### config.mk
export PLATFORM = sky130hd
export DESIGN_NAME = mux_scan_ctrl_flat
export DESIGN_NICKNAME = d
export VERILOG_FILES = /design/src/rtl/mux_scan_pkg.sv /design/src/rtl/mux_scan_ctrl_if.sv /design/src/rtl/mux_settle_timer.sv /design/src/rtl/mux_scan_ctrl.sv /design/src/flat_wrapper.sv
export SDC_FILE = /design/constraint.sdc
export NUM_CORES = 1
export LEC_CHECK = 0
export CORE_MARGIN = 5
export CORE_UTILIZATION = 38
export CTS_CLUSTER_DIAMETER = 200
export DETAILED_ROUTE_END_ITERATION = 7
export SYNTH_ARGS = -nofsm -noshare
export SYNTH_HDL_FRONTEND = slang
export SYNTH_SLANG_ARGS = --single-unit
export TNS_END_PERCENT = 1
### constraint.sdc
create_clock -name clk -period 1.76 [get_ports clk]
set_input_delay 0.264 -clock clk [delete_from_list [all_inputs] [get_ports clk]]
set_output_delay 0.264 -clock clk [all_outputs]
set_load 0.01 [all_outputs]
### src/rtl/mux_scan_pkg.sv
`default_nettype none
// ============================================================================
//  Module      : mux_scan_pkg
//  Description : Shared types and constants for the MUX select-scan sequencer.
//  Revision    : 1.0 - initial release
// ============================================================================
package mux_scan_pkg;

    // Width of the per-code settle counter; SETTLE_CYCLES is limited to 255.
    localparam int CNT_W = 8;

    // Sequencer state encoding.
    typedef enum logic [0:0] {
        ST_IDLE = 1'b0,
        ST_SCAN = 1'b1
    } state_t;

    // Number of select codes driven for a given select-bus width.
    function automatic int n_in(input int sel_bits);
        return 1 << sel_bits;
    endfunction

endpackage : mux_scan_pkg
`default_nettype wire

### src/rtl/mux_scan_ctrl_if.sv
`default_nettype none
// ============================================================================
//  Module      : mux_scan_ctrl_if
//  Description : Handshake and MUX-side signals of the select-scan sequencer.
//                slave  = the sequencer itself
//                master = controller plus the MUX under characterisation
//  Revision    : 1.0 - initial release
// ============================================================================
interface mux_scan_ctrl_if #(
    parameter int N_SEL_BITS = 1
);
    import mux_scan_pkg::*;

    localparam int N_IN = n_in(N_SEL_BITS);

    logic                  start;
    logic [N_SEL_BITS-1:0] sel;
    logic                  mux_y;
    logic                  busy;
    logic                  done;
    logic [N_IN-1:0]       result;
    logic                  result_valid;

    modport slave (
        input  start,
        input  mux_y,
        output sel,
        output busy,
        output done,
        output result,
        output result_valid
    );

    modport master (
        output start,
        output mux_y,
        input  sel,
        input  busy,
        input  done,
        input  result,
        input  result_valid
    );

endinterface : mux_scan_ctrl_if
`default_nettype wire

### src/rtl/mux_settle_timer.sv
`default_nettype none
// ============================================================================
//  Module      : mux_settle_timer
//  Description : Per-code hold counter. expire is high on the last cycle of
//                each SETTLE_CYCLES+1 window; the counter wraps to zero on
//                that cycle so the next code starts a fresh window.
//  Revision    : 1.0 - initial release
// ============================================================================
module mux_settle_timer
    import mux_scan_pkg::*;
#(
    parameter int SETTLE_CYCLES = 1
) (
    input  logic clk,
    input  logic rst,
    input  logic clr,
    input  logic en,
    output logic expire
);

    localparam logic [CNT_W-1:0] c_LAST = CNT_W'(SETTLE_CYCLES);
    localparam logic [CNT_W-1:0] c_ONE  = CNT_W'(1);

    logic [CNT_W-1:0] r_cnt;

    // With SETTLE_CYCLES=0 the count stays at zero and every cycle expires.
    assign expire = (r_cnt == c_LAST);

    // Hold counter: cleared on a new scan, counts only while scanning.
    always_ff @(posedge clk) begin
        if (rst || clr) begin
            r_cnt <= '0;
        end else if (en) begin
            r_cnt <= expire ? '0 : (r_cnt + c_ONE);
        end
    end

endmodule : mux_settle_timer
`default_nettype wire

### src/rtl/mux_scan_ctrl.sv
`default_nettype none
// ============================================================================
//  Module      : mux_scan_ctrl
//  Description : Steps a downstream MUX select through codes 0..N_IN-1,
//                samples Y at the end of each code's hold window and builds
//                the captured truth vector. start/busy/done handshake; the
//                result is held until the next accepted start.
//  Revision    : 1.0 - initial release
// ============================================================================
module mux_scan_ctrl
    import mux_scan_pkg::*;
#(
    parameter int N_SEL_BITS    = 1,
    parameter int SETTLE_CYCLES = 1
) (
    input  logic            clk,
    input  logic            rst,
    mux_scan_ctrl_if.slave  bus
);

    localparam int                    N_IN       = n_in(N_SEL_BITS);
    localparam logic [N_SEL_BITS-1:0] c_SEL_LAST = N_SEL_BITS'(N_IN - 1);
    localparam logic [N_SEL_BITS-1:0] c_SEL_ONE  = N_SEL_BITS'(1);

    state_t                r_state,  w_state_nxt;
    logic [N_SEL_BITS-1:0] r_sel,    w_sel_nxt;
    logic                  r_busy,   w_busy_nxt;
    logic                  r_done,   w_done_nxt;
    logic [N_IN-1:0]       r_result, w_result_nxt;
    logic                  r_valid,  w_valid_nxt;

    logic                  w_tmr_clr;
    logic                  w_tmr_en;
    logic                  w_expire;

    mux_settle_timer #(
        .SETTLE_CYCLES (SETTLE_CYCLES)
    ) u_settle_timer (
        .clk    (clk),
        .rst    (rst),
        .clr    (w_tmr_clr),
        .en     (w_tmr_en),
        .expire (w_expire)
    );

    // Next-state and next-output logic; every output is registered below.
    always_comb begin
        w_state_nxt  = r_state;
        w_sel_nxt    = r_sel;
        w_busy_nxt   = r_busy;
        w_done_nxt   = 1'b0;
        w_result_nxt = r_result;
        w_valid_nxt  = r_valid;
        w_tmr_clr    = 1'b0;
        w_tmr_en     = 1'b0;

        unique case (r_state)
            ST_IDLE: begin
                // Also reached in the done cycle, so a start there is honoured.
                if (bus.start) begin
                    w_state_nxt  = ST_SCAN;
                    w_busy_nxt   = 1'b1;
                    w_sel_nxt    = '0;
                    w_result_nxt = '0;
                    w_valid_nxt  = 1'b0;
                    w_tmr_clr    = 1'b1;
                end
            end
            ST_SCAN: begin
                // start is deliberately not looked at here: no queuing.
                w_tmr_en = 1'b1;
                if (w_expire) begin
                    w_result_nxt[r_sel] = bus.mux_y;
                    if (r_sel == c_SEL_LAST) begin
                        w_state_nxt = ST_IDLE;
                        w_busy_nxt  = 1'b0;
                        w_done_nxt  = 1'b1;
                        w_valid_nxt = 1'b1;
                        w_sel_nxt   = '0;
                    end else begin
                        w_sel_nxt = r_sel + c_SEL_ONE;
                    end
                end
            end
            default: begin
                w_state_nxt = ST_IDLE;
            end
        endcase
    end

    // State and output registers; reset discards any partial scan.
    always_ff @(posedge clk) begin
        if (rst) begin
            r_state  <= ST_IDLE;
            r_sel    <= '0;
            r_busy   <= 1'b0;
            r_done   <= 1'b0;
            r_result <= '0;
            r_valid  <= 1'b0;
        end else begin
            r_state  <= w_state_nxt;
            r_sel    <= w_sel_nxt;
            r_busy   <= w_busy_nxt;
            r_done   <= w_done_nxt;
            r_result <= w_result_nxt;
            r_valid  <= w_valid_nxt;
        end
    end

    assign bus.sel          = r_sel;
    assign bus.busy         = r_busy;
    assign bus.done         = r_done;
    assign bus.result       = r_result;
    assign bus.result_valid = r_valid;

endmodule : mux_scan_ctrl
`default_nettype wire

### src/flat_wrapper.sv
// flat-port wrapper written by rule: the top's interface ports become plain ports
module mux_scan_ctrl_flat import mux_scan_pkg::*;
#(
    parameter int N_SEL_BITS    = 1,
    parameter int SETTLE_CYCLES = 1
)
  (clk, rst, bus_start, bus_mux_y, bus_sel, bus_busy, bus_done, bus_result, bus_result_valid);
  mux_scan_ctrl_if #(.N_SEL_BITS(N_SEL_BITS)) bus_i ();
  input  logic clk;
  input  logic rst;
  input wire logic [$bits(bus_i.start)-1:0] bus_start;
  input wire logic [$bits(bus_i.mux_y)-1:0] bus_mux_y;
  output wire logic [$bits(bus_i.sel)-1:0] bus_sel;
  output wire logic [$bits(bus_i.busy)-1:0] bus_busy;
  output wire logic [$bits(bus_i.done)-1:0] bus_done;
  output wire logic [$bits(bus_i.result)-1:0] bus_result;
  output wire logic [$bits(bus_i.result_valid)-1:0] bus_result_valid;
  assign bus_i.start = bus_start;
  assign bus_i.mux_y = bus_mux_y;
  assign bus_sel = bus_i.sel;
  assign bus_busy = bus_i.busy;
  assign bus_done = bus_i.done;
  assign bus_result = bus_i.result;
  assign bus_result_valid = bus_i.result_valid;
  mux_scan_ctrl #(.N_SEL_BITS(N_SEL_BITS), .SETTLE_CYCLES(SETTLE_CYCLES)) u_core (.clk(clk), .rst(rst), .bus(bus_i));
endmodule
==> summary.md, run 1 <==
| Metric | Value |
|---|---|
| Status | `finished clean` |
| Proportion of synthesized area in mux cells | `0.0148` |
| Post-Synth Adder-Cell Area | `0.0371` |
| RSZ-0062 raised after global routing | `true` |
| Post-synth ARST share | `0` |
| Worst Clk Skew | `5.61 ps` |
| Simple-gate area share of the yosys netlist | `0.262` |
| Final #Nets | `slightly above 100` |
| Final setup margin | `about 55 ps` |
| Largest cells by area after synthesis | `dfxtp_1, a21oi_1, or3_1, xor2_1, ha_1` |
| Die H | `52.1 µm` |
| Cells after Synth | `between 70 and 80` |
| Mapped Area | `just under 700 µm²` |
| DRC | `0` |
| Count leader, synth | `dfxtp_1` |
| CP Launch Type | `flop` |
| Avg WL per Cell | `about 12 µm` |
| I/O Pins | `10` |
| Synth Flop Type | `dfxtp_1` |
| Slew HR | `0.806` |
| Leak | `between 0.3 and 0.4 nW` |
| Total CTS buffers | `3` |
| Fmax | `approximately 590 MHz` |
| Buffers on Ports | `9` |
| Post-CTS Setup Inserts | `0` |
| Area share of the largest cell type after synthesis | `0.445` |
| Vias per cell | `roughly 5.0` |
| Post-synth EDFFs | `0` |
| Die W | `about 52 µm` |
| Clock root cell | `clkbuf_4` |
| CTS H-tree lvls | `1` |
| Pre-CTS setup slack | `~16 ps` |
| Worst path cell trace | `inv_1 > ha_1 > or4b_4 > or3_4 > a41o_1` |
| Slew @ Worst Pin | `about 290 ps` |
| Synth Area in XOR/XNOR | `0.0390` |
| CTS max path bufs | `2` |
| Max FO, Critical Path | `4` |
| Main combinational cell family by area after synthesis | `simple AND/OR/NAND/NOR gates` |
| Ys Warns | `0` |
| Routability cong. | `approximately 0.8` |
| Synth Area in Compound Gates | `0.160` |
| Buffers and inverters on the worst path | `1` |
| CTS clk-pin slew, worst paths | `about 90 ps` |
| Cts hold-fix bufs | `0` |
| Layout cells sized above 1 | `0.198` |
| Largest net degree at the start of global routing | `11` |
| Slew Viols, Final | `0` |
| Hpwl dp | `1110 µm` |
| Largest area contributor in the netlist | `dfxtp_1` |
| Worst Setup End Kind | `flop` |
| CTS tree | `done` |
| Sink Count | `15` |
| Initial DRC count | `7` |
| Vias in the first global route | `611` |
| Final Hold Viols | `0` |
| Peak VDD IR | `0.414 mV` |
| Syn avg cell area | `8.87 µm²` |
| Initial antenna violation count | `0` |
| First-pass GRT wire length | `between 2000 and 3000 µm` |
| TNS Setup | `0 ps` |
| Pwr dens | `around 700 mW/mm²` |
| # diodes | `0` |
| Max_cap viols | `0` |
| Post-synth cell types | `25` |
| DRT antenna net count | `0` |
| Worst-Skew Late Latency | `about 290 ps` |
| Critical path's largest stage delay | `between 400 and 500 ps` |
| Worst Path Class, Setup | `flop to flop` |
| Setup Viol. Count Final | `0` |
| Core area | `between 0.0015 and 0.002 mm²` |
| Grt ovf | `0` |
| Synth top cells by count | `dfxtp_1, a21oi_1, or3_1` |
| Delay-heaviest family, CP | `simple AND/OR/NAND/NOR gates` |
| Number of cell rows | `15` |
| Worst EP arrival | `approximately 1900 ps` |
| Tightest Hold Check Type | `flop to flop` |
| CP required | `1950 ps` |
| Synthesized Nets | `82` |
| Seq cells post-synth | `15` |
| CTS resizes | `0` |
| GRT Overall Usage | `0.129` |
| Final period util | `0.969` |
| Layout area overhead | `34.3%` |
| Drt pass-1 iters | `4` |
| Critical Path Slowest Stage Cell | `or4b_4` |
| Starting density of the core | `0.395` |
| Tmin final | `between 1500 and 2000 ps` |
| Die ar. | `0.00272 mm²` |
| Register area share after synthesis | `0.445` |
| Via count | `about 610` |
| Final wirelength | `approximately 1500 µm` |
[stage by stage]
| stage | utilization | hold WS [ps] | area (µm²) | total power [mW] | instances |
|---|---|---|---|---|---|
| 2_1_floorplan | - | 333 | 682 | 0.397 | 76 |
| 3_3_place_gp | 0.505 | 462 | 862 | 0.429 | 117 |
| 3_5_place_dp | 0.505 | 470 | 862 | 0.430 | 117 |
| 4_1_cts | 0.520 | 489 | 888 | 0.627 | 121 |
| 5_1_grt | 0.530 | 524 | 906 | 0.656 | 121 |
| 6_report | 0.530 | 487 | 906 | 0.623 | 121 |
[layout by cell type, fill, tap and decap left out, drive strengths merged]
cell,instances
nand2,4
o21ai,3
o211ai,2
clkdlybuf4s50,9
nor4,2
o21a,1
o41ai,2
nor3,2
and2,1
ha,2
a41o,1
nand2b,3
nand4,4
or4b,2
o31ai,1
a21oi,7
inv,3
nor2b,2
or3,5
clkbuf,4
xor2,3
dfxtp,15
nor2,4
mux2i,1
nand3,2
buf,11
[tightest hold or removal path, cell delays in order, from the launching register on]
cell and delay (ps):
dfxtp_1 320, o31ai_1 60, a21oi_1 60
[registers in the layout, indices dropped and copies added (netlist names)]
signal                       flops
u_core.bus.busy                  1
u_core.bus.result                2
u_core.r_state                   1
u_core.bus.sel                   1
u_core.u_settle_timer.r_cnt      8
u_core.bus.result_valid          1
u_core.bus.done                  1
[metal layers]
metal,routed length (µm),track usage
met1,752,0.172
met3,37,0.0258
met5,0,0
met2,628,0.186
met4,44,0.0786
[power breakdown]
part	switching [mW]	internal, mW
clock	0.110	0.0882
combinational	0.0369	0.0379
sequential	0.00404	0.346
[final timing paths]
| kind | start | endpoint | slack (ps) | cells after the start |
|---|---|---|---|---|
| max | u_core.u_settle_timer.r_cnt[1]$_SDFFE_PP0P_ | u_core.bus.result[0]$_SDFFE_PP0P_ | 50 | 5 |
| min | u_core.bus.busy$_SDFFE_PP0P_ | u_core.bus.busy$_SDFFE_PP0P_ | 490 | 2 |
| max reg2reg | u_core.u_settle_timer.r_cnt[1]$_SDFFE_PP0P_ | u_core.bus.result[0]$_SDFFE_PP0P_ | 50 | 5 |
| min reg2reg | u_core.bus.busy$_SDFFE_PP0P_ | u_core.bus.busy$_SDFFE_PP0P_ | 490 | 2 |
[kinds of logic after synthesis]
group                    count (synthesis)
AO/OA/AOI/OAI                           17
XOR/XNOR                                 3
adder cells (fa/ha/maj)                  2
buffers and inverters                    7
flip-flops                              15
multiplexers                             1
AND/OR/NAND/NOR                         31
[area by class of cell]
type                       count  area (µm²)
clock buffer                   4        26.3
inverter                       3        11.3
timing repair buffer          20         173
sequential                    15         303
multi-input combinational     54         362
fill                         162         802
tap                           25        31.3
Power figures use the tool's default switching activity.
==> inputs of run 2 (changes only) <==
--- a/config.mk
+++ b/config.mk
@@ -9,6 +9,8 @@
 export CORE_UTILIZATION = 38
 export CTS_CLUSTER_DIAMETER = 200
 export DETAILED_ROUTE_END_ITERATION = 7
+export MAX_ROUTING_LAYER = met4
+export SLEW_MARGIN = 20
 export SYNTH_ARGS = -nofsm -noshare
 export SYNTH_HDL_FRONTEND = slang
 export SYNTH_SLANG_ARGS = --single-unit
==> run 2 against run 1 <==
Non-clock buffer count unchanged. Sequential power about the same. Utilization unchanged. Clock skew down 0.87 ps. Combinational power about the same.
==> summary.md, run 2 (synthesis results as in run 1) <==
| Metric | Value |
|---|---|
| CTS H-tree lvls | `1 (unchanged)` |
| Starting density of the core | `0.395 (unchanged)` |
| Grt ovf | `0 (unchanged)` |
| Layout cells sized above 1 | `0.198 (unchanged)` |
| Critical path's largest stage delay | `480 ps (about the same)` |
| Initial antenna violation count | `0 (unchanged)` |
| CTS clk-pin slew, worst paths | `90 ps (about the same)` |
| Worst Path Class, Setup | `flop to flop` |
| P_sw | `0.152 mW (+0.74%)` |
| Hpwl dp | `1110 µm (unchanged)` |
| Clock power share | `0.319 (about the same)` |
| Worst path cell trace | `inv_1 > ha_1 > or4b_4 > or3_4 > a41o_1` |
| DRC | `0 (unchanged)` |
| Vias in the first global route | `609 (-0.33%)` |
| Reg-to-Reg Start | `u_core.u_settle_timer.r_cnt[1]$_SDFFE_PP0P_` |
| # diodes | `0 (unchanged)` |
| I/O Pins | `10 (unchanged)` |
| Slew Viols, Final | `0 (unchanged)` |
| Max_cap viols | `0 (unchanged)` |
| Max FO, Critical Path | `4 (unchanged)` |
| Post-CTS Setup Inserts | `0 (unchanged)` |
| Final #Nets | `103 (unchanged)` |
| Number of cell rows | `15 (unchanged)` |
| Non-filler instance count after layout | `121 (unchanged)` |
| Buffers and inverters on the worst path | `1 (unchanged)` |
| Core area | `0.00171 mm² (unchanged)` |
| Largest net degree at the start of global routing | `11 (unchanged)` |
| Fmax | `587 MHz (+0.16%)` |
| Die W | `52.1 µm (unchanged)` |
| Combinational Power Share | `0.120 (about the same)` |
| Most common cell after layout, fill and taps aside | `dfxtp_1` |
| Buffers on Ports | `9 (unchanged)` |
| Internal power | `0.472 mW (about the same)` |
| Biggest register | `u_core.u_settle_timer.r_cnt` |
| Worst Clk Skew | `4.73 ps (-0.871 ps)` |
| Slew HR | `0.806 (about the same)` |
| Tightest Hold Check Type | `flop to flop` |
| GRT Overall Usage | `0.132 (+0.00331)` |
| Delay-heaviest family, CP | `simple AND/OR/NAND/NOR gates` |
| Leak | `0.329 nW (unchanged)` |
| Sw frac | `0.243 (+0.00132)` |
| CP startpoint | `u_core.u_settle_timer.r_cnt[1]$_SDFFE_PP0P_` |
| Tmin final | `1700 ps (-2.74 ps)` |
| Clock root cell | `clkbuf_4` |
| Min-delay src | `u_core.bus.busy$_SDFFE_PP0P_` |
| Commonest non-fill, non-tap cells in the layout | `dfxtp_1, buf_4, clkdlybuf4s50_1` |
| Die ar. | `0.00272 mm² (unchanged)` |
| Drt pass-1 iters | `4 (unchanged)` |
| Total power | `0.624 mW (+0.19%)` |
| Final setup margin | `57.3 ps (+2.74 ps)` |
| Die H | `52.1 µm (unchanged)` |
| DRT antenna net count | `0 (unchanged)` |
| Routability cong. | `0.803 (+1.4%)` |
| CP Launch Type | `flop` |
| Max reg flops | `8 (unchanged)` |
| Via count | `606 (-0.33%)` |
| Final Hold Viols | `0 (unchanged)` |
| Pre-CTS setup slack | `15.7 ps (unchanged)` |
| First-pass GRT wire length | `2580 µm (+0.27%)` |
| CTS max path bufs | `2 (unchanged)` |
| Vias per cell | `5.01 (-0.33%)` |
| Worst-Skew Late Latency | `290 ps (about the same)` |
| Slew @ Worst Pin | `288 ps (+0.0319 ps)` |
| CTS tree | `done` |
| Total CTS buffers | `3 (unchanged)` |
| Flop pwr share | `0.561 (about the same)` |
| Cts hold-fix bufs | `0 (unchanged)` |
| Layout area overhead | `34.3% (unchanged)` |
| Pwr dens | `689 mW/mm² (+0.19%)` |
| Sink Count | `15 (unchanged)` |
| Final period util | `0.967 (-0.00156)` |
| Initial DRC count | `11 (+4)` |
| Post-layout util | `0.530 (unchanged)` |
| Setup Viol. Count Final | `0 (unchanged)` |
| Placed Cells incl. Taps | `117 (unchanged)` |
| Worst EP arrival | `1890 ps (about the same)` |
| RSZ-0062 raised after global routing | `true` |
| Final wirelength | `1460 µm (-0.21%)` |
| Worst Setup End Kind | `flop` |
| Critical Path Slowest Stage Cell | `or4b_4` |
| Peak VDD IR | `0.415 mV (+0.25%)` |
| CP required | `1950 ps (about the same)` |
| Avg WL per Cell | `12.1 µm (-0.21%)` |
| Status | `finished clean` |
[run 2: path summary, 6_finish.rpt]
path,endpoint,slack [ps],depth (start not counted)
setup / recovery,u_core.bus.result[0]$_SDFFE_PP0P_,60,5
hold / removal,u_core.bus.busy$_SDFFE_PP0P_,490,2
setup reg to reg,u_core.bus.result[0]$_SDFFE_PP0P_,60,5
hold reg to reg,u_core.bus.busy$_SDFFE_PP0P_,490,2
[run 2: metal layers]
metal,track usage,vias up,routed length (µm)
met5,-,-,0
met4,0.0786,0,43
met3,0.0258,5,33
met2,0.186,8,642
met1,0.172,275,741
li1,-,318,-
[run 2: worst min-delay path: stages, from the launching register on]
cell	delay, ps
dfxtp_1	320
o31ai_1	60
a21oi_1	60
[run 2: timing repair]
action                                  4_1_cts  5_1_grt
endpoints found under the setup margin        0       11
endpoints found under the hold margin         0        0
gates resized for setup                       0        4
[run 2: power groups by stage]
stage / clock [mW] / sequential [mW] / combinational [mW]
after floorplan: 0 / 0.360 / 0.0371
after global placement: 0 / 0.358 / 0.0709
after detailed placement: 0 / 0.358 / 0.0725
after CTS: 0.205 / 0.350 / 0.0724
after global routing: 0.223 / 0.351 / 0.0813
final: 0.199 / 0.350 / 0.0747
[run 2: area by class of cell]
cell class	instances	area (µm²)
Fill cell	162	802
Multi-Input combinational cell	54	362
Sequential cell	15	303
Timing Repair Buffer	20	173
Tap cell	25	31.3
Clock buffer	4	26.3
Inverter	3	11.3
[run 2: through the flow]
stage / hold slack [ps] / area (µm²) / TNS, ps
finish: 488 / 906 / 0
global route: 524 / 906 / -3.12
CTS: 489 / 888 / 0
detailed placement: 470 / 862 / 0
global placement: 462 / 862 / 0
floorplan: 333 / 682 / 0
==> inputs of run 3 (changes only) <==
--- a/config.mk
+++ b/config.mk
@@ -10,8 +10,10 @@
 export CTS_CLUSTER_DIAMETER = 200
 export DETAILED_ROUTE_END_ITERATION = 7
 export MAX_ROUTING_LAYER = met4
+export PLACE_DENSITY_LB_ADDON = 0.15
 export SLEW_MARGIN = 20
 export SYNTH_ARGS = -nofsm -noshare
 export SYNTH_HDL_FRONTEND = slang
+export SYNTH_HIERARCHICAL = 1
 export SYNTH_SLANG_ARGS = --single-unit
 export TNS_END_PERCENT = 1
==> run 3 against run 2 <==
Final cell count is 2.5% lower. Maximum frequency is 0.11% higher. Hold slack worse by 13 ps. Sequential cell count stayed put. Combinational power is 21% higher. Area after synthesis is 1.3% higher. Non-clock buffer count is 4 lower. Via count is 4.3% lower. Synthesized cell count is 1.3% lower. Critical path type unchanged. Highest routed layer unchanged.
==> summary.md, run 3 <==
| Metric | Value |
|---|---|
| Status | `finished clean` |
| Peak VDD IR | `0.506 mV (+22%)` |
| CTS resizes | `0 (unchanged)` |
| Vias per cell | `4.92 (-1.9%)` |
| Layout cells sized above 1 | `0.194 (-0.00437)` |
| Sw frac | `0.248 (+0.00538)` |
| Max_cap viols | `0 (unchanged)` |
| Final setup margin | `59.2 ps (+1.88 ps)` |
| Tightest Hold Check Type | `flop to flop` |
| # diodes | `0 (unchanged)` |
| Combinational Power Share | `0.140 (+0.020)` |
| CP Launch Type | `flop` |
| Internal power | `0.484 mW (+2.5%)` |
| Worst path cell trace | `inv_1 > ha_1 > or4b_4 > nor4_4 > buf_4 > nand3_1 > nor3b_1` |
| Post-synth ARST share | `0 (unchanged)` |
| Footprint of the multi-input gates | `385 µm² (+6.6%)` |
| DRC | `0 (unchanged)` |
| Non-filler instance count after layout | `118 (-2.5%)` |
| Starting density of the core | `0.396 (+0.000780)` |
| Largest area contributor in the netlist | `dfxtp_1` |
| Clock root cell | `clkbuf_4` |
| Fmax | `588 MHz (+0.11%)` |
| Die H | `52.4 µm (+0.53%)` |
| Worst Path Class, Setup | `flop to flop` |
| First-pass GRT wire length | `2300 µm (-11%)` |
| Max Used Layer | `met4` |
| Total CTS buffers | `3 (unchanged)` |
| Routed met1 length | `714 µm (-3.6%)` |
| Worst-Skew Late Latency | `270 ps (-20 ps)` |
| Pwr dens | `720 mW/mm² (+4.5%)` |
| Slew Viols, Final | `0 (unchanged)` |
| GRT Overall Usage | `0.118 (-0.0141)` |
| Synth Flop Type | `dfxtp_1` |
| Biggest register | `u_core/u_settle_timer/r_cnt` |
| Register area share after synthesis | `0.440 (-0.00571)` |
| Register area | `302 µm² (-0.41%)` |
| Placed Cells incl. Taps | `114 (-2.6%)` |
| Die ar. | `0.00275 mm² (+1.1%)` |
| P_sw | `0.160 mW (+5.5%)` |
| Max FO, Critical Path | `6 (+2)` |
| Cells after Synth | `75 (-1.3%)` |
| CP required | `1930 ps (-20 ps)` |
| Post-synth cell types | `26 (+4.0%)` |
| Buffers and inverters on the worst path | `2 (+1)` |
| Post-CTS Setup Inserts | `0 (unchanged)` |
| Met3 WL | `29 µm (-12%)` |
| Synthesized Nets | `81 (-1.2%)` |
| RSZ-0062 raised after global routing | `true` |
| CTS clk-pin slew, worst paths | `90 ps (about the same)` |
| Area share of the largest cell type after synthesis | `0.440 (-0.00571)` |
| Layout area overhead | `31.0%` |
| Largest net degree at the start of global routing | `14 (+3)` |
| Pre-CTS setup slack | `35.7 ps (+20.0 ps)` |
| Critical path's largest stage delay | `490 ps (about the same)` |
| Buffers on Ports | `9 (unchanged)` |
| Post-route cell area | `895 µm² (-1.2%)` |
| Clock power share | `0.304 (-0.015)` |
| Vias in the first global route | `507 (-17%)` |
| Delay-heaviest family, CP | `simple AND/OR/NAND/NOR gates` |
| Worst EP arrival | `1880 ps (about the same)` |
| Largest cells by area after synthesis | `dfxtp_1, a21oi_1, or4b_4, nor2_1, xor2_1` |
| Final wirelength | `1350 µm (-7.8%)` |
| Setup Viol. Count Final | `0 (unchanged)` |
| I/O Pins | `10 (unchanged)` |
| Sink Count | `15 (unchanged)` |
| Slew HR | `0.819 (+0.0132)` |
| Commonest non-fill, non-tap cells in the layout | `dfxtp_1, clkdlybuf4s50_1, nor2_1, buf_4` |
| Final Hold Viols | `0 (unchanged)` |
| Metal2 WL | `587 µm (-8.6%)` |
| Seq cells post-synth | `15 (unchanged)` |
| Routability cong. | `0.722 (-10%)` |
| Cts hold-fix bufs | `0 (unchanged)` |
| Initial DRC count | `16 (+5)` |
| CTS max path bufs | `2 (unchanged)` |
| TNS Setup | `0 ps (unchanged)` |
| Final #Nets | `100 (-2.9%)` |
| Total power | `0.644 mW (+3.2%)` |
| Ys Warns | `6 (+6)` |
| Slew @ Worst Pin | `271 ps (-16.5 ps)` |
| Final period util | `0.966 (-0.00107)` |
| Post-layout util | `0.518 (-0.0123)` |
| Die W | `52.4 µm (+0.53%)` |
| Post-synth EDFFs | `0 (unchanged)` |
| Dpl cell area | `845 µm² (-2.0%)` |
| CTS H-tree lvls | `1 (unchanged)` |
| Tmin final | `1700 ps (-1.88 ps)` |
| Via count | `580 (-4.3%)` |
| Max reg flops | `8 (unchanged)` |
| Syn avg cell area | `9.11 µm² (+2.6%)` |
| Critical Path Slowest Stage Cell | `or4b_4` |
| Mapped Area | `683 µm² (+1.3%)` |
| Leak | `0.307 nW (-6.9%)` |
| Initial antenna violation count | `0 (unchanged)` |
| Core area | `0.00173 mm² (+1.1%)` |
| Worst Clk Skew | `1.94 ps (-2.79 ps)` |
| Flop pwr share | `0.556 (-0.005)` |
| CTS tree | `done` |
| DRT antenna net count | `0 (unchanged)` |
| Count leader, synth | `dfxtp_1` |
| Most common cell after layout, fill and taps aside | `dfxtp_1` |
| Synth top cells by count | `dfxtp_1, nor2_1, a21oi_1, nand2_1, nand3_1` |
| Worst Setup End Kind | `flop` |
| Fill cells | `169 (+4.3%)` |
| Hold slack | `475 ps (-12.7 ps)` |
| Drt pass-1 iters | `3 (-1)` |
| Grt ovf | `0 (unchanged)` |
| Avg WL per Cell | `11.4 µm (-5.5%)` |
| Hpwl dp | `1030 µm (-7.3%)` |
| Number of cell rows | `15 (unchanged)` |
## run 3: cell types whose count changed after synthesis, sizes merged, moves of 2 or more
cell    before  now
nor3         2    0
nand3        2    5
nand2        4    6
nor2         4    8
o41ai        2    0
clkbuf       2    0
o211ai       2    0
or3          5    3
a31oi        0    2
## run 3: worst register-to-register path, stage by stage, from the launching register on
cell and delay [ps]:
dfxtp_2 330, inv_1 50, ha_1 120, or4b_4 490, nor4_4 140, buf_4 180
nand3_1 120, nor3b_1 160
## run 3: kinds of logic (layout without fill, tap and decap cells)
logic type      Yosys count  after routing  synth area share
simple gates             35             35             0.291
buf+inv                   4             22            0.0385
flops                    15             15             0.440
xor+xnor                  4              4            0.0513
compound gates           15             15             0.143
fa+ha+maj                 2              2            0.0366
## run 3: metal layers
layer	GRT usage	vias to the layer above
met5	-	-
met2	0.155	3
met4	0.0511	0
met1	0.165	269
met3	0.0342	2
li1	-	306
## run 3: power groups by stage
| stage | Clock, mW | Combinational (mW) | Sequential (mW) |
|---|---|---|---|
| floorplan | 0 | 0.0492 | 0.367 |
| global placement | 0 | 0.0843 | 0.365 |
| detailed placement | 0 | 0.0840 | 0.366 |
| CTS | 0.207 | 0.0845 | 0.358 |
| global route | 0.223 | 0.0984 | 0.360 |
| finish | 0.196 | 0.0901 | 0.358 |
## run 3: path summary, 6_finish.rpt
| check | startpoint | end | slack (ps) | cells past startpoint |
|---|---|---|---|---|
| worst max register to register | u_core/u_settle_timer/r_cnt[1]$_SDFFE_PP0P_ | u_core/r_state$_SDFF_PP0_ | 60 | 7 |
| worst min-delay path | u_core/bus.result_valid$_SDFFE_PP0P_ | u_core/bus.result_valid$_SDFFE_PP0P_ | 480 | 2 |
| worst min register to register | u_core/bus.result_valid$_SDFFE_PP0P_ | u_core/bus.result_valid$_SDFFE_PP0P_ | 480 | 2 |
| worst max-delay path | u_core/u_settle_timer/r_cnt[1]$_SDFFE_PP0P_ | u_core/r_state$_SDFF_PP0_ | 60 | 7 |
## run 3: area by class of cell
| type | count | area share |
|---|---|---|
| Sequential cell | 15 | 0.337 |
| Multi-Input combinational cell | 56 | 0.431 |
| Timing Repair Buffer | 16 | 0.159 |
| Inverter | 2 | 0.00839 |
| Tap cell | 25 | 0.0350 |
| Clock buffer | 4 | 0.0294 |
